--- src/rtl/bist_pkg.sv ---
// Shared BIST definitions: compactor FSM states, default MISR constants and the
// signature update function also used by the pattern-generator LFSR.
package bist_pkg;

    typedef enum logic [1:0] {
        IDLE,
        RUN,
        CMP,
        DONE
    } state_t;

    // Widest register the shared update function supports.
    localparam int MAX_W = 32;

    localparam int          DEF_SIG_W = 16;
    localparam logic [15:0] DEF_POLY  = 16'h1021;
    localparam logic [15:0] DEF_SEED  = 16'hFFFF;

    // One MISR/LFSR step on a register of 'width' bits held in the low bits of
    // MAX_W-wide operands: shift left, fold the taps if the shifted-out MSB was
    // set, XOR the input word, then drop everything above 'width'.
    function automatic logic [MAX_W-1:0] misr_next(
        input logic [MAX_W-1:0] sig,
        input logic [MAX_W-1:0] resp,
        input logic [MAX_W-1:0] poly,
        input int unsigned      width
    );
        logic [MAX_W-1:0] mask;
        logic [MAX_W-1:0] msb_word;
        mask     = {MAX_W{1'b1}} >> (MAX_W - width);
        msb_word = sig >> (width - 1);
        return ((sig << 1) ^ (msb_word[0] ? poly : '0) ^ resp) & mask;
    endfunction

endpackage

--- src/rtl/resp_misr_compactor_misr.sv ---
// Signature register: loads SEED on reset or load, folds one response word per
// enabled cycle.
module misr_reg
    import bist_pkg::*;
#(
    parameter int               SIG_W  = DEF_SIG_W,
    parameter int               RESP_W = 2,
    parameter logic [SIG_W-1:0] POLY   = SIG_W'(DEF_POLY),
    parameter logic [SIG_W-1:0] SEED   = SIG_W'(DEF_SEED)
) (
    input  logic              clk,
    input  logic              rst,
    input  logic              load,
    input  logic              en,
    input  logic [RESP_W-1:0] resp,
    output logic [SIG_W-1:0]  sig
);

    logic [SIG_W-1:0] sig_next;

    assign sig_next = SIG_W'(misr_next(MAX_W'(sig), MAX_W'(resp), MAX_W'(POLY), SIG_W));

    // NOTE: state registers use non-blocking assignments so every flop samples
    // the pre-edge values regardless of process ordering.
    always_ff @(posedge clk) begin
        if (rst) begin
            sig <= SEED;
        end else if (load) begin
            sig <= SEED;
        end else if (en) begin
            sig <= sig_next;
        end
    end

endmodule

--- src/rtl/resp_misr_compactor.sv ---
// BIST response compactor: start/busy/done FSM and pattern counter around a
// single MISR; compares the final signature against GOLDEN.
module resp_misr_compactor
    import bist_pkg::*;
#(
    parameter int               RESP_W  = 2,
    parameter int               SIG_W   = DEF_SIG_W,
    parameter logic [SIG_W-1:0] POLY    = SIG_W'(DEF_POLY),
    parameter logic [SIG_W-1:0] SEED    = SIG_W'(DEF_SEED),
    parameter int               NUM_PAT = 32,
    parameter logic [SIG_W-1:0] GOLDEN  = '0,
    localparam int              CNT_W   = $clog2(NUM_PAT + 1)
) (
    input  logic              clk,
    input  logic              rst,
    input  logic              start,
    input  logic              resp_valid,
    input  logic [RESP_W-1:0] resp,
    output logic              busy,
    output logic              done,
    output logic              pass,
    output logic [SIG_W-1:0]  signature,
    output logic [CNT_W-1:0]  pat_cnt
);

    localparam logic [CNT_W-1:0] LAST_CNT = CNT_W'(NUM_PAT - 1);

    state_t state_q;
    state_t state_d;
    logic   run_load;
    logic   accept;

    // start is honoured only outside an active run.
    assign run_load = start && (state_q == IDLE || state_q == DONE);
    assign accept   = (state_q == RUN) && resp_valid;

    // NOTE: next-state is given a default before the case so no path through
    // the combinational block can infer a latch.
    always_comb begin
        state_d = state_q;
        unique case (state_q)
            IDLE, DONE: if (start) state_d = RUN;
            RUN:        if (accept && pat_cnt == LAST_CNT) state_d = CMP;
            CMP:        state_d = DONE;
            default:    state_d = IDLE;
        endcase
    end

    always_ff @(posedge clk) begin
        if (rst) begin
            state_q <= IDLE;
            pat_cnt <= '0;
            pass    <= 1'b0;
        end else begin
            state_q <= state_d;
            if (run_load) begin
                pat_cnt <= '0;
                pass    <= 1'b0;
            end else begin
                if (accept) pat_cnt <= pat_cnt + 1'b1;
                if (state_q == CMP) pass <= (signature == GOLDEN);
            end
        end
    end

    assign busy = (state_q == RUN) || (state_q == CMP);
    assign done = (state_q == DONE);

    misr_reg #(
        .SIG_W  (SIG_W),
        .RESP_W (RESP_W),
        .POLY   (POLY),
        .SEED   (SEED)
    ) u_misr (
        .clk  (clk),
        .rst  (rst),
        .load (run_load),
        .en   (accept),
        .resp (resp),
        .sig  (signature)
    );

endmodule

--- config.mk ---
export PLATFORM = sky130hd
export DESIGN_NAME = resp_misr_compactor
export DESIGN_NICKNAME = d
export VERILOG_FILES = /design/src/rtl/bist_pkg.sv /design/src/rtl/resp_misr_compactor_misr.sv /design/src/rtl/resp_misr_compactor.sv
export SDC_FILE = /design/constraint.sdc
export NUM_CORES = 1
export LEC_CHECK = 0
export CAP_MARGIN = 20
export CORE_MARGIN = 10
export CORE_UTILIZATION = 45
export DETAILED_ROUTE_END_ITERATION = 10
export DONT_BUFFER_PORTS = 1
export HOLD_SLACK_MARGIN = 0.05
export PLACE_DENSITY = 0.56
export RECOVER_POWER = 100
export SKIP_LAST_GASP = 1
export SLEW_MARGIN = 20
export SYNTH_ARGS = -nofsm -noshare
export SYNTH_HDL_FRONTEND = slang
export SYNTH_SLANG_ARGS = --single-unit
--- constraint.sdc ---
create_clock -name clk -period 2.1 [get_ports clk]
set_clock_uncertainty 0.05 [all_clocks]
set_input_delay 0.315 -clock clk [delete_from_list [all_inputs] [get_ports clk]]
set_output_delay 0.315 -clock clk [all_outputs]
set_load 0.02 [all_outputs]
# Yosys cells after proc, flatten, opt, wreduce, memory -nomap -nowiden
# Cells that the tools add are included.
[classes] add_sub_neg=1 n_eq_ne=6 mux=4 bitwise=2 reduce_logical=10
[ops] cell="zero test 16 bit" count=1
[ops] cell="XOR 16 bit" count=1
[ops] cell="XOR 16 x 2 -> 16 bit" count=1
[ops] cell="2-to-1 mux 13 bit" count=1
[ops] cell="adder 6 x 1 -> 6 bit (second input constant)" count=1
[ops] cell="equality test 6 x 5 -> 1 bit (second input constant)" count=1
[ops] cell="case mux 2 bit (3 select lines)" count=1
[ops] cell="equality test 2 bit (second input constant)" count=2
[ops] cell="2-to-1 mux 2 bit" count=2
[ops] cell="inequality test 2 bit (second input constant)" count=2
[ops] cell="OR reduction 2 bit" count=2
[ops] cell="logical AND 1 bit" count=3
[ops] cell="equality test 2 x 1 -> 1 bit (second input constant)" count=1
[ops] cell="zero test 2 bit" count=1
[ops] cell="logical OR 1 bit" count=2
[ops] cell="AND reduction 2 bit" count=1
[word_totals] register_bits=25 input_bits=6 out_inout_bits=25 elab_cells=27

# Logic depth before layout (Yosys ltp)
# Gate-level depths: netlist of run 1.
[depth] word_depth=5 mapped_depth=7 mapped_depth_nobuf=5

# Hierarchy
# From an unflattened synthesis of run 1, not the netlist that was laid out.
[unflattened] cells_unflattened=124 hier_area_um2=1218.7
[by_module_without_submodules] module="misr_reg" instances=1 cells_each=68 area_each_um2=726.9 seq_area_each_um2=320.3
[by_module_without_submodules] module="resp_misr_compactor" instances=1 cells_each=56 area_each_um2=491.7 seq_area_each_um2=180.2

# Worst setup path after synthesis of run 1
# No wires, ideal clock.
[synth_path] path_kind="reg2reg" start="reg state_q[0]" end="reg u_misr.sig[10]" setup_time_ps=137 t_arrival_ps=1396 required_time_ps=1913 setup_slack_ps=517 path_stages_with_launch=6 n_path_buf=1 synth_period_minus_slack_ps=1583 cell_sequence="dfxtp_1 > inv_1 > ha_1 > a21oi_2 > clkbuf_1 > nand3_1"
[synth_between] elab_chain_cells=4 elab_cells_between_ends=7 cone_classes="2 x eq/ne; 5 x reduce/logical"
[synth_lines] element="from (decl)" line_no="resp_misr_compactor.sv:28" source="state_t state_q;"
[synth_lines] element="from (signal assigned)" line_no="resp_misr_compactor.sv:55" source="state_q <= state_d;"
[synth_lines] element="equality test 2 bit or zero test 2 bit (tied branches)" line_no="resp_misr_compactor.sv:34" source="assign run_load = start && (state_q == IDLE || state_q == DONE);"
[synth_lines] element="logical OR 1 bit" line_no="resp_misr_compactor.sv:34"
[synth_lines] element="logical AND 1 bit" line_no="resp_misr_compactor.sv:34"
[synth_lines] element="OR reduction 2 bit (no line)"
[synth_lines] element="to (signal assigned)" line_no="resp_misr_compactor_misr.sv:31" source="sig <= sig_next;"
[synth_lines] element="to (decl)" line_no="resp_misr_compactor_misr.sv:16" source="output logic [SIG_W-1:0] sig"
# Several ways; a longest one is shown, not always the timed one.
# A chain may end at the register's enable or synchronous reset.

# Worst setup path in the final report of run 1
[layout_path] start="reg state_q[0]" end="reg u_misr.sig[11]"
# The elaborated chain is that of the path after synthesis.

==> metrics, run 1 <==
Num CTS Buffers=3; Top FF cell, synth=dfxtp_1; Root Driver=clkbuf_4; top cell type's share of synthesized area=0.4283; complex-gate fraction of the synthesized area=0.1060; grt peak-use layer=met2; worst reg2reg startpoint=state_q[0]; wire length per cell=15.80 um; syn_area_per_cell=8.172 um2; nets=143; Via-to-Cell Ratio=5.549; worst r2r path cells=5; Hold/Removal Path Class=input port to flop; largest cells by area after synthesis=dfxtp_1, nand2_1, nand3_1; Setup WS post-layout=0.2242 ns; WP data arrival=2.04 ns; FILL cells=253; Leakage Power=0.0004619 uW; Synth Net Count=153; run status=finished clean; RSZ-0062 raised after global routing=no; Setup crit end=u_misr.sig[11]; Worst Tran Pin Value=0.7183 ns; global-route wire length before repair=3.967 mm; sequential fraction of the synthesis area=0.4283; I/O pins=31; reg2reg end=u_misr.sig[11]; Port Buf Inserts=0; placed cell area=1107 um2; crit-path leading delay family=compound AO/OA/AOI/OAI gates; Routed Antenna Nets=0; Synth Area in XOR/XNOR=0.04497; WP depth=5; Starting Density=0.4717; clock slew seen by the registers of the worst setup and hold paths=0.13 ns; Post-Syn Instances=143; CTS H-tree depth=1; Yosys top cell by area=dfxtp_1; main combinational cell family by area after synthesis=simple AND/OR/NAND/NOR gates; gr ovfl total=0; Pwr per Cell Area=1136 nW/um2; final setup vio count=0; largest fanout on the critical path=14; commonest cells in the synthesized netlist=nand2_1, dfxtp_1, nand3_1, buf_4; number of synthesized flops with an enable pin=0; met3 global-route usage=0.05858; dominant cell by count in the synthesized netlist=nand2_1; Final Slew Violations=0; VDD IR max=653.6 uV; CP Data Required Time=2.26 ns; routability cong.=0.7585; Clock Latency Late Sink=0.31 ns; Critical Path Start Type=flop; pre-CTS setup slack=0.3150 ns; PostCTS Resize Cnt=0; Die Height=70.96 um; vias in the first global route=757; Synth Cell Area=1169 um2; largest stage delay on the critical path=0.53 ns; Sum Neg Setup Slack=0 ns; pin count of the biggest net entering global routing=25; Cell variety after synth=30; Horiz. Die Dim=70.96 um; initial antenna violation count=0; GRT Resource Usage Total=0.09559; num rows=18; CTS tree=yes; core area=2477 um2; Syn. warnings=0; layout cells sized above 1=0.05303; register bit count reported by yosys=25; final HPWL from detailed placement=1.899 mm; initial drt markers=84; fin area=1137 um2; simple-gate share of the synthesized area=0.2677; f_max=0.5331 GHz; Multi-input gate area=539.3 um2; DRC Markers=0; Hold Vio Cnt, Final=0; crit path launch=state_q[0]; Final min period=1.876 ns; mux cell area share after synthesis=0; PnR Total Power=1292 uW; critical path cell sequence=inv_1, ha_1, a21oi_2, clkbuf_1, nand3_1; Vias=899; M1 GR Usage=0.1059; crit path capture type=flop; Max-cap violations=0; Antenna Cells=0; r2r setup slk=0.22 ns; buffer depth of the longest clock path=2; period utilization=0.8932; asr flop ratio synth=0; Area Overhead vs Synth=-2.677%; CP bufs+invs=2; FF+latch area=500.5 um2; routed wire length=2.559 mm; Rel. slew slack=0.5209; Synth Area in Adders=0.04283; CP max-delay cell=a21oi_2; drt pass-1 iters=4; WS Path Type=flop to flop; Sink Count=25; Die ar.=5035 um2; met2 usage=0.1533
-- cell families after synthesis --
kind of cell / count (synthesis)
XOR/XNOR: 6
AND/OR/NAND/NOR: 67
adder cells (fa/ha/maj): 4
buffers and inverters: 22
flip-flops: 25
AO/OA/AOI/OAI: 19
-- area by class of cell --
cell class	count	share of cell area
well taps	30	0.03300
multi-input cells	96	0.4741
clock buffers	4	0.02310
flip-flops and latches	25	0.4400
repair buffers	3	0.01650
inverters	4	0.01320
-- report_power, final --
| group | leakage (uW) | switching [uW] | internal [uW] |
|---|---|---|---|
| registers | 0.000204 | 155 | 545 |
| logic | 0.000243 | 234 | 144 |
| clock network | 0.0000150 | 141 | 74.2 |
-- layer usage --
| layer | up-vias | wire (um) |
|---|---|---|
| met1 | 415 | 1063 |
| met3 | 2 | 259 |
| met4 | 0 | 14 |
| met2 | 31 | 1222 |
| met5 | - | 0 |
| li1 | 451 | - |
-- sequential cells by signal, summed over array words and instances, names as in the netlist --
register / flops
pat_cnt: 6
u_misr.sig: 16
pass: 1
state_q: 2
-- placed cells by master, fill, tap and decap left out, drive strengths merged --
cell type and count:
nand2 33, dfxtp 25, nand3 18, a21oi 6, clkbuf 6, xnor2 5, inv 4, o211ai 4
o21ai 4, nor2 4, ha 4, or3 2, nor4 2, o31ai 2, and2 1, a21o 1
nor3 1, nor4b 1, nand3b 1, or4 1, nand4b 1, o221ai 1, o2bb2ai 1, xor2 1
nor2b 1, or2 1, dlygate4sd3 1
-- how the worst min path moves through the flow --
stage / from / cells after the start / end / slack [ns]
final: rst / 2 / state_q[1] / 0.12
after global routing: rst / 2 / state_q[1] / 0.12
after CTS: rst / 2 / state_q[1] / 0.11
after detailed placement: rst / 1 / state_q[0] / 0.34
after global placement: rst / 1 / state_q[0] / 0.34
after floorplan: rst / 1 / state_q[0] / 0.33
-- timing repair --
item                                   4_1_cts  5_1_grt
buffers inserted                             0        0
hold buffers                                 1        0
endpoints found under the hold margin        2        0
-- stage by stage --
step	utilization	hold slack (ns)	instances
floorplan	-	0.3341	143
global placement	0.4470	0.3387	157
detailed placement	0.4470	0.3373	157
CTS	0.4616	0.1060	162
global route	0.4591	0.1170	162
finish	0.4591	0.1184	162
Power figures use the tool's default switching activity.
==> inputs of run 2 (changes only) <==
- BUFFER_PORTS_ARGS: default -> -buffer_cell sky130_fd_sc_hd__buf_2
- DONT_BUFFER_PORTS: 1 -> default
- PLACE_DENSITY: 0.56 -> 0.66
==> metrics, run 2 (synthesis gave the netlist of run 1 again) <==
VDD IR max=679.8 uV (was 653.6 uV); Routed Antenna Nets=0 (unchanged); placed cell area=1257 um2 (was 1107 um2); Final min period=1.801 ns (was 1.876 ns); largest registers=u_misr.sig (16), pat_cnt (6), state_q (2) (unchanged); RSZ-0062 raised after global routing=no (unchanged); gr ovfl total=0 (unchanged); Final Slew Violations=0 (unchanged); period utilization=0.8577 (was 0.8932); fin area=1249 um2 (was 1137 um2); hold buffer count at CTS=0 (was 1); Die ar.=5035 um2 (unchanged); num rows=18 (unchanged); PnR Total Power=1334 uW (was 1292 uW); routability cong.=0.7189 (was 0.7585); largest fanout on the critical path=5 (was 14); Clock Latency Late Sink=0.31 ns (about the same); PostCTS Resize Cnt=0 (unchanged); Flop pwr share=0.467 (was 0.542); vias in the first global route=919 (was 757); pin count of the biggest net entering global routing=22 (was 25); most flop-heavy register=u_misr.sig (unchanged); max reg flops=16 (unchanged); Area Overhead vs Synth=6.852% (was -2.677%); run status=finished clean (unchanged); Starting Density=0.4717 (unchanged); Num CTS Buffers=3 (unchanged); wire length per cell=13.27 um (was 15.80 um); crit path capture type=primary output (was flop); FILL cells=272 (was 253); commonest non-fill, non-tap cell in the layout=nand2_1 (unchanged); Root Driver=clkbuf_4 (unchanged); WP data arrival=1.44 ns (was 2.04 ns); FF+latch area=500.5 um2 (unchanged); buffer depth of the longest clock path=2 (unchanged); Hold/Removal Path Class=input port to flop (unchanged); GRT Resource Usage Total=0.09997 (was 0.09559); P_int=790.4 uW (was 762.7 uW); drt pass-1 iters=4 (unchanged); Port Buf Inserts=30 (was 0); Multi-input gate area=536.8 um2 (was 539.3 um2); Die Height=70.96 um (unchanged); combinational power share=0.374 (was 0.292); Critical Path Start Type=flop (unchanged); nets=172 (was 143); f_max=0.5552 GHz (was 0.5331 GHz); final HPWL from detailed placement=1.973 mm (was 1.899 mm); Max-cap violations=0 (unchanged); clock network fraction of total power=0.159 (was 0.166); DRC Markers=0 (unchanged); initial drt markers=92 (was 84); layout cells sized above 1=0.08075 (was 0.05303); Antenna Cells=0 (unchanged); CTS tree=yes (unchanged); Via-to-Cell Ratio=5.120 (was 5.549); core area=2477 um2 (unchanged); NetSw=543.5 uW (was 529.7 uW); global-route wire length before repair=4.243 mm (was 3.967 mm); Rel. slew slack=0.5258 (was 0.5209); Horiz. Die Dim=70.96 um (unchanged); final setup vio count=0 (unchanged); Sum Neg Setup Slack=0 ns (unchanged); Post-CTS Setup Inserts=0 (unchanged); CP Data Required Time=1.74 ns (was 2.26 ns); initial antenna violation count=0 (unchanged); Pwr per Cell Area=1068 nW/um2 (was 1136 nW/um2); Final Util=0.5040 (was 0.4591); Hold Vio Cnt, Final=0 (unchanged); Sink Count=25 (unchanged); Leakage Power=0.0005128 uW (was 0.0004619 uW); CTS H-tree depth=1 (unchanged); clock slew seen by the registers of the worst setup and hold paths=0.13 ns (about the same); WS Path Type=flop to primary output (was flop to flop); commonest cells after routing, fill and taps aside=nand2_1, clkbuf_1, dfxtp_1 (was nand2_1, dfxtp_1, nand3_1); I/O pins=31 (unchanged); routed wire length=2.535 mm (was 2.559 mm); switch share=0.4075 (was 0.4099); Vias=978 (was 899); Worst Tran Pin Value=0.7109 ns (was 0.7183 ns)
## run 2: cell count changes in the layout (fill, tap and decap cells not counted)
cell / delta
clkinv_2: +1
nand2_1: +1
clkbuf_1: +23
dlygate4sd3_1: -1
buf_4: +1
nand2_2: -1
buf_2: +5
## run 2: per-layer routing
| metal | share of wire | track usage | vias up |
|---|---|---|---|
| met1 | 0.48 | 0.1231 | 442 |
| met5 | 0 | 0 | - |
| met2 | 0.44 | 0.1553 | 20 |
| met3 | 0.068 | 0.03487 | 4 |
| li1 | - | - | 512 |
| met4 | 0.013 | 0.03871 | 0 |
## run 2: final timing paths
check	from	endpoint	slack [ns]	cells past startpoint
hold / removal	rst	state_q[0]	0.16	2
setup reg to reg	state_q[1]	pat_cnt[0]	0.39	5
setup / recovery	state_q[0]	busy	0.30	4
hold reg to reg	pass	pass	0.45	2
## run 2: critical path, stage by stage (launching register included)
cell,delay (ns)
dfxtp_1,0.41
inv_1,0.06
ha_1,0.36
inv_1,0.07
clkbuf_1,0.23
## run 2: cell type report
type,count,share of cell area
Multi-Input combinational cell,96,0.4299
Sequential cell,25,0.4008
Timing Repair Buffer,32,0.1052
Tap cell,30,0.03006
Clock buffer,3,0.01804
Inverter,4,0.01202
Clock inverter,1,0.004008
## run 2: stage by stage
step	hold WS [ns]	std cells	setup WS, ns
4_1_cts	0.1544	191	0.3556
6_report	0.1636	191	0.2988
5_1_grt	0.1698	191	0.1594
2_1_floorplan	0.3341	143	0.5170
3_3_place_gp	0.4214	187	0.5586
3_5_place_dp	0.4271	187	0.4856
## run 2: power groups by stage
stage | Sequential, uW | Clock, uW | Combinational (uW)
after global placement | 628 | 0 | 519
after CTS | 621 | 221 | 533
after detailed placement | 632 | 0 | 530
after floorplan | 631 | 0 | 424
after global routing | 637 | 242 | 570
final | 623 | 212 | 499
==> inputs of run 3 (changes only) <==
- ABC_AREA: default -> 1
- CTS_BUF_LIST: default -> sky130_fd_sc_hd__clkbuf_2 sky130_fd_sc_hd__clkbuf_4 sky130_fd_sc_hd__clkbuf_8
==> metrics, run 3 <==
run status=finished clean (unchanged); Synth Area in XOR/XNOR=0 (was 0.04497); wire length per cell=12.17 um (was 13.27 um); I/O pins=31 (unchanged); Yosys top cell by area=dfxtp_1 (unchanged); most flop-heavy register=u_misr.sig (unchanged); complex-gate fraction of the synthesized area=0.1596 (was 0.1060); WP data arrival=1.44 ns (about the same); commonest cells after routing, fill and taps aside=nand2_1, clkbuf_1, dfxtp_1 (unchanged); Area Overhead vs Synth=6.596% (was 6.852%); Rel. slew slack=0.6161 (was 0.5258); Max-cap violations=0 (unchanged); Die Height=71.13 um (was 70.96 um); Cell variety after synth=21 (was 30); sequential fraction of the synthesis area=0.4255 (was 0.4283); Critical Path Start Type=flop (unchanged); drt pass-1 iters=4 (unchanged); Num CTS Buffers=3 (unchanged); Routed Antenna Nets=0 (unchanged); WP depth=4 (unchanged); Final Slew Violations=0 (unchanged); main combinational cell family by area after synthesis=simple AND/OR/NAND/NOR gates (unchanged); crit-path leading delay family=flip-flops (unchanged); CP max-delay cell=dfxtp_1 (unchanged); Synth Net Count=165 (was 153); CP bufs+invs=3 (unchanged); Die ar.=5059 um2 (was 5035 um2); hold buffer count at CTS=0 (unchanged); Vias=1000 (was 978); largest cells by area after synthesis=dfxtp_1, nand2_1, buf_4 (was dfxtp_1, nand2_1, nand3_1); Post-Syn Instances=155 (was 143); pin count of the biggest net entering global routing=20 (was 22); top cell type's share of synthesized area=0.4255 (was 0.4283); f_max=0.5548 GHz (was 0.5552 GHz); nets=186 (was 172); Starting Density=0.4747 (was 0.4717); buffer depth of the longest clock path=2 (unchanged); clock slew seen by the registers of the worst setup and hold paths=0.12 ns (was 0.13 ns); Pwr per Cell Area=1078 nW/um2 (was 1068 nW/um2); largest stage delay on the critical path=0.40 ns (was 0.41 ns); GRT Resource Usage Total=0.1003 (was 0.09997); Hold Vio Cnt, Final=0 (unchanged); Synth Cell Area=1176 um2 (was 1169 um2); Leakage Power=0.0005415 uW (was 0.0005128 uW); Via-to-Cell Ratio=4.878 (was 5.120); critical path cell sequence=inv_1, ha_1, inv_1, clkbuf_1 (unchanged); Final min period=1.802 ns (was 1.801 ns); Syn. warnings=0 (unchanged); Sum Neg Setup Slack=0 ns (unchanged); simple-gate share of the synthesized area=0.2255 (was 0.2677); fin area=1254 um2 (was 1249 um2); dominant cell by count in the synthesized netlist=nand2_1 (unchanged); routability cong.=0.7374 (was 0.7189); r2r setup slk=0.39 ns (about the same); Setup crit end=busy (unchanged); CP Data Required Time=1.74 ns (about the same); global-route wire length before repair=4.236 mm (was 4.243 mm); reg2reg end=u_misr.sig[12] (was pat_cnt[0]); placed cell area=1270 um2 (was 1257 um2); initial drt markers=49 (was 92); Horiz. Die Dim=71.13 um (was 70.96 um); WS Path Type=flop to primary output (unchanged); layout cells sized above 1=0.08000 (was 0.08075); commonest non-fill, non-tap cell in the layout=nand2_1 (unchanged); PostCTS Resize Cnt=0 (unchanged); Root Driver=clkbuf_4 (unchanged); gr ovfl total=0 (unchanged); final setup vio count=0 (unchanged); Worst Tran Pin Value=0.5759 ns (was 0.7109 ns); initial antenna violation count=0 (unchanged); Synth Area in Adders=0.04255 (was 0.04283); Multi-input gate area=491.7 um2 (was 536.8 um2); commonest cells in the synthesized netlist=nand2_1, dfxtp_1, a21oi_1, inv_1, nand3_1 (was nand2_1, dfxtp_1, nand3_1, buf_4); core area=2477 um2 (unchanged); Clock Latency Late Sink=0.31 ns (about the same); Top FF cell, synth=dfxtp_1 (unchanged); syn_area_per_cell=7.588 um2 (was 8.172 um2); DRC Markers=0 (unchanged); RSZ-0062 raised after global routing=no (unchanged); mux cell area share after synthesis=0 (unchanged); routed wire length=2.495 mm (was 2.535 mm); crit path launch=state_q[0] (unchanged); CTS H-tree depth=1 (unchanged); Sink Count=25 (unchanged); most used cell, CP=inv_1 (unchanged); vias in the first global route=980 (was 919); largest registers=u_misr.sig (16), pat_cnt (6), state_q (2) (unchanged); Port Buf Inserts=30 (unchanged); VDD IR max=661.5 uV (was 679.8 uV); register bit count reported by yosys=25 (unchanged); CTS tree=yes (unchanged); number of synthesized flops with an enable pin=0 (unchanged); worst r2r path cells=7 (was 5); FILL cells=268 (was 272); FF+latch area=500.5 um2 (unchanged); Hold/Removal Path Class=input port to flop (unchanged); Post-CTS Setup Inserts=0 (unchanged); largest fanout on the critical path=4 (was 5); final HPWL from detailed placement=1.922 mm (was 1.973 mm); crit path capture type=primary output (unchanged); max reg flops=16 (unchanged); Antenna Cells=0 (unchanged); worst reg2reg startpoint=state_q[1] (unchanged); period utilization=0.8583 (was 0.8577); num rows=18 (unchanged); asr flop ratio synth=0 (unchanged)
-- run 3: cell types whose count changed in the layout (fill, tap and decap cells not counted), moves of 3 or more --
cell / change
inv_1: +12
a21oi_1: +11
o21ai_0: +7
nand3_1: -5
xnor2_1: -5
nor2_1: +4
nor3_1: +3
-- run 3: kinds of logic after synthesis --
group	after synthesis
compound gates	33
fa+ha+maj	4
buf+inv	33
flops	25
simple gates	60
-- run 3: layout make-up --
type                            count  share of cell area
Sequential cell                    25              0.3992
Tap cell                           30             0.02994
Timing Repair Buffer               32              0.1038
Multi-Input combinational cell     97              0.3922
Inverter                           17             0.05090
Clock buffer                        4             0.02395
-- run 3: how the worst min path moves through the flow --
stage / depth (start not counted) / start / slack [ns] / end
floorplan: 1 / rst / 0.33 / state_q[0]
finish: 2 / rst / 0.16 / state_q[1]
detailed placement: 2 / pass / 0.42 / pass
global placement: 1 / pat_cnt[3] / 0.43 / pat_cnt[3]
global route: 2 / rst / 0.12 / state_q[1]
CTS: 2 / rst / 0.15 / state_q[1]
-- run 3: power breakdown --
part           internal, uW  total (uW)  switching (uW)  leakage [uW]
Combinational           155         509             354      0.000319
Clock                  86.9         220             133     0.0000184
Sequential              548         622            74.3      0.000204
Total                   790        1350             562      0.000541
-- run 3: metal layers --
metal,global-route usage,vias to the layer above,part of all wire
li1,-,529,-
met1,0.1051,450,0.43
met2,0.1662,19,0.48
met3,0.05160,2,0.078
met4,0.04086,0,0.0084
met5,0,-,0
-- run 3: per-stage QoR --
step	setup WS [ns]	cells	utilization	power, uW	hold slack (ns)
floorplan	0.6716	155	-	1067	0.3341
global placement	0.5085	201	0.5126	1160	0.4293
detailed placement	0.4522	201	0.5126	1175	0.4197
CTS	0.3480	205	0.5247	1399	0.1453
global route	0.1671	205	0.5061	1484	0.1235
finish	0.2975	205	0.5061	1352	0.1624
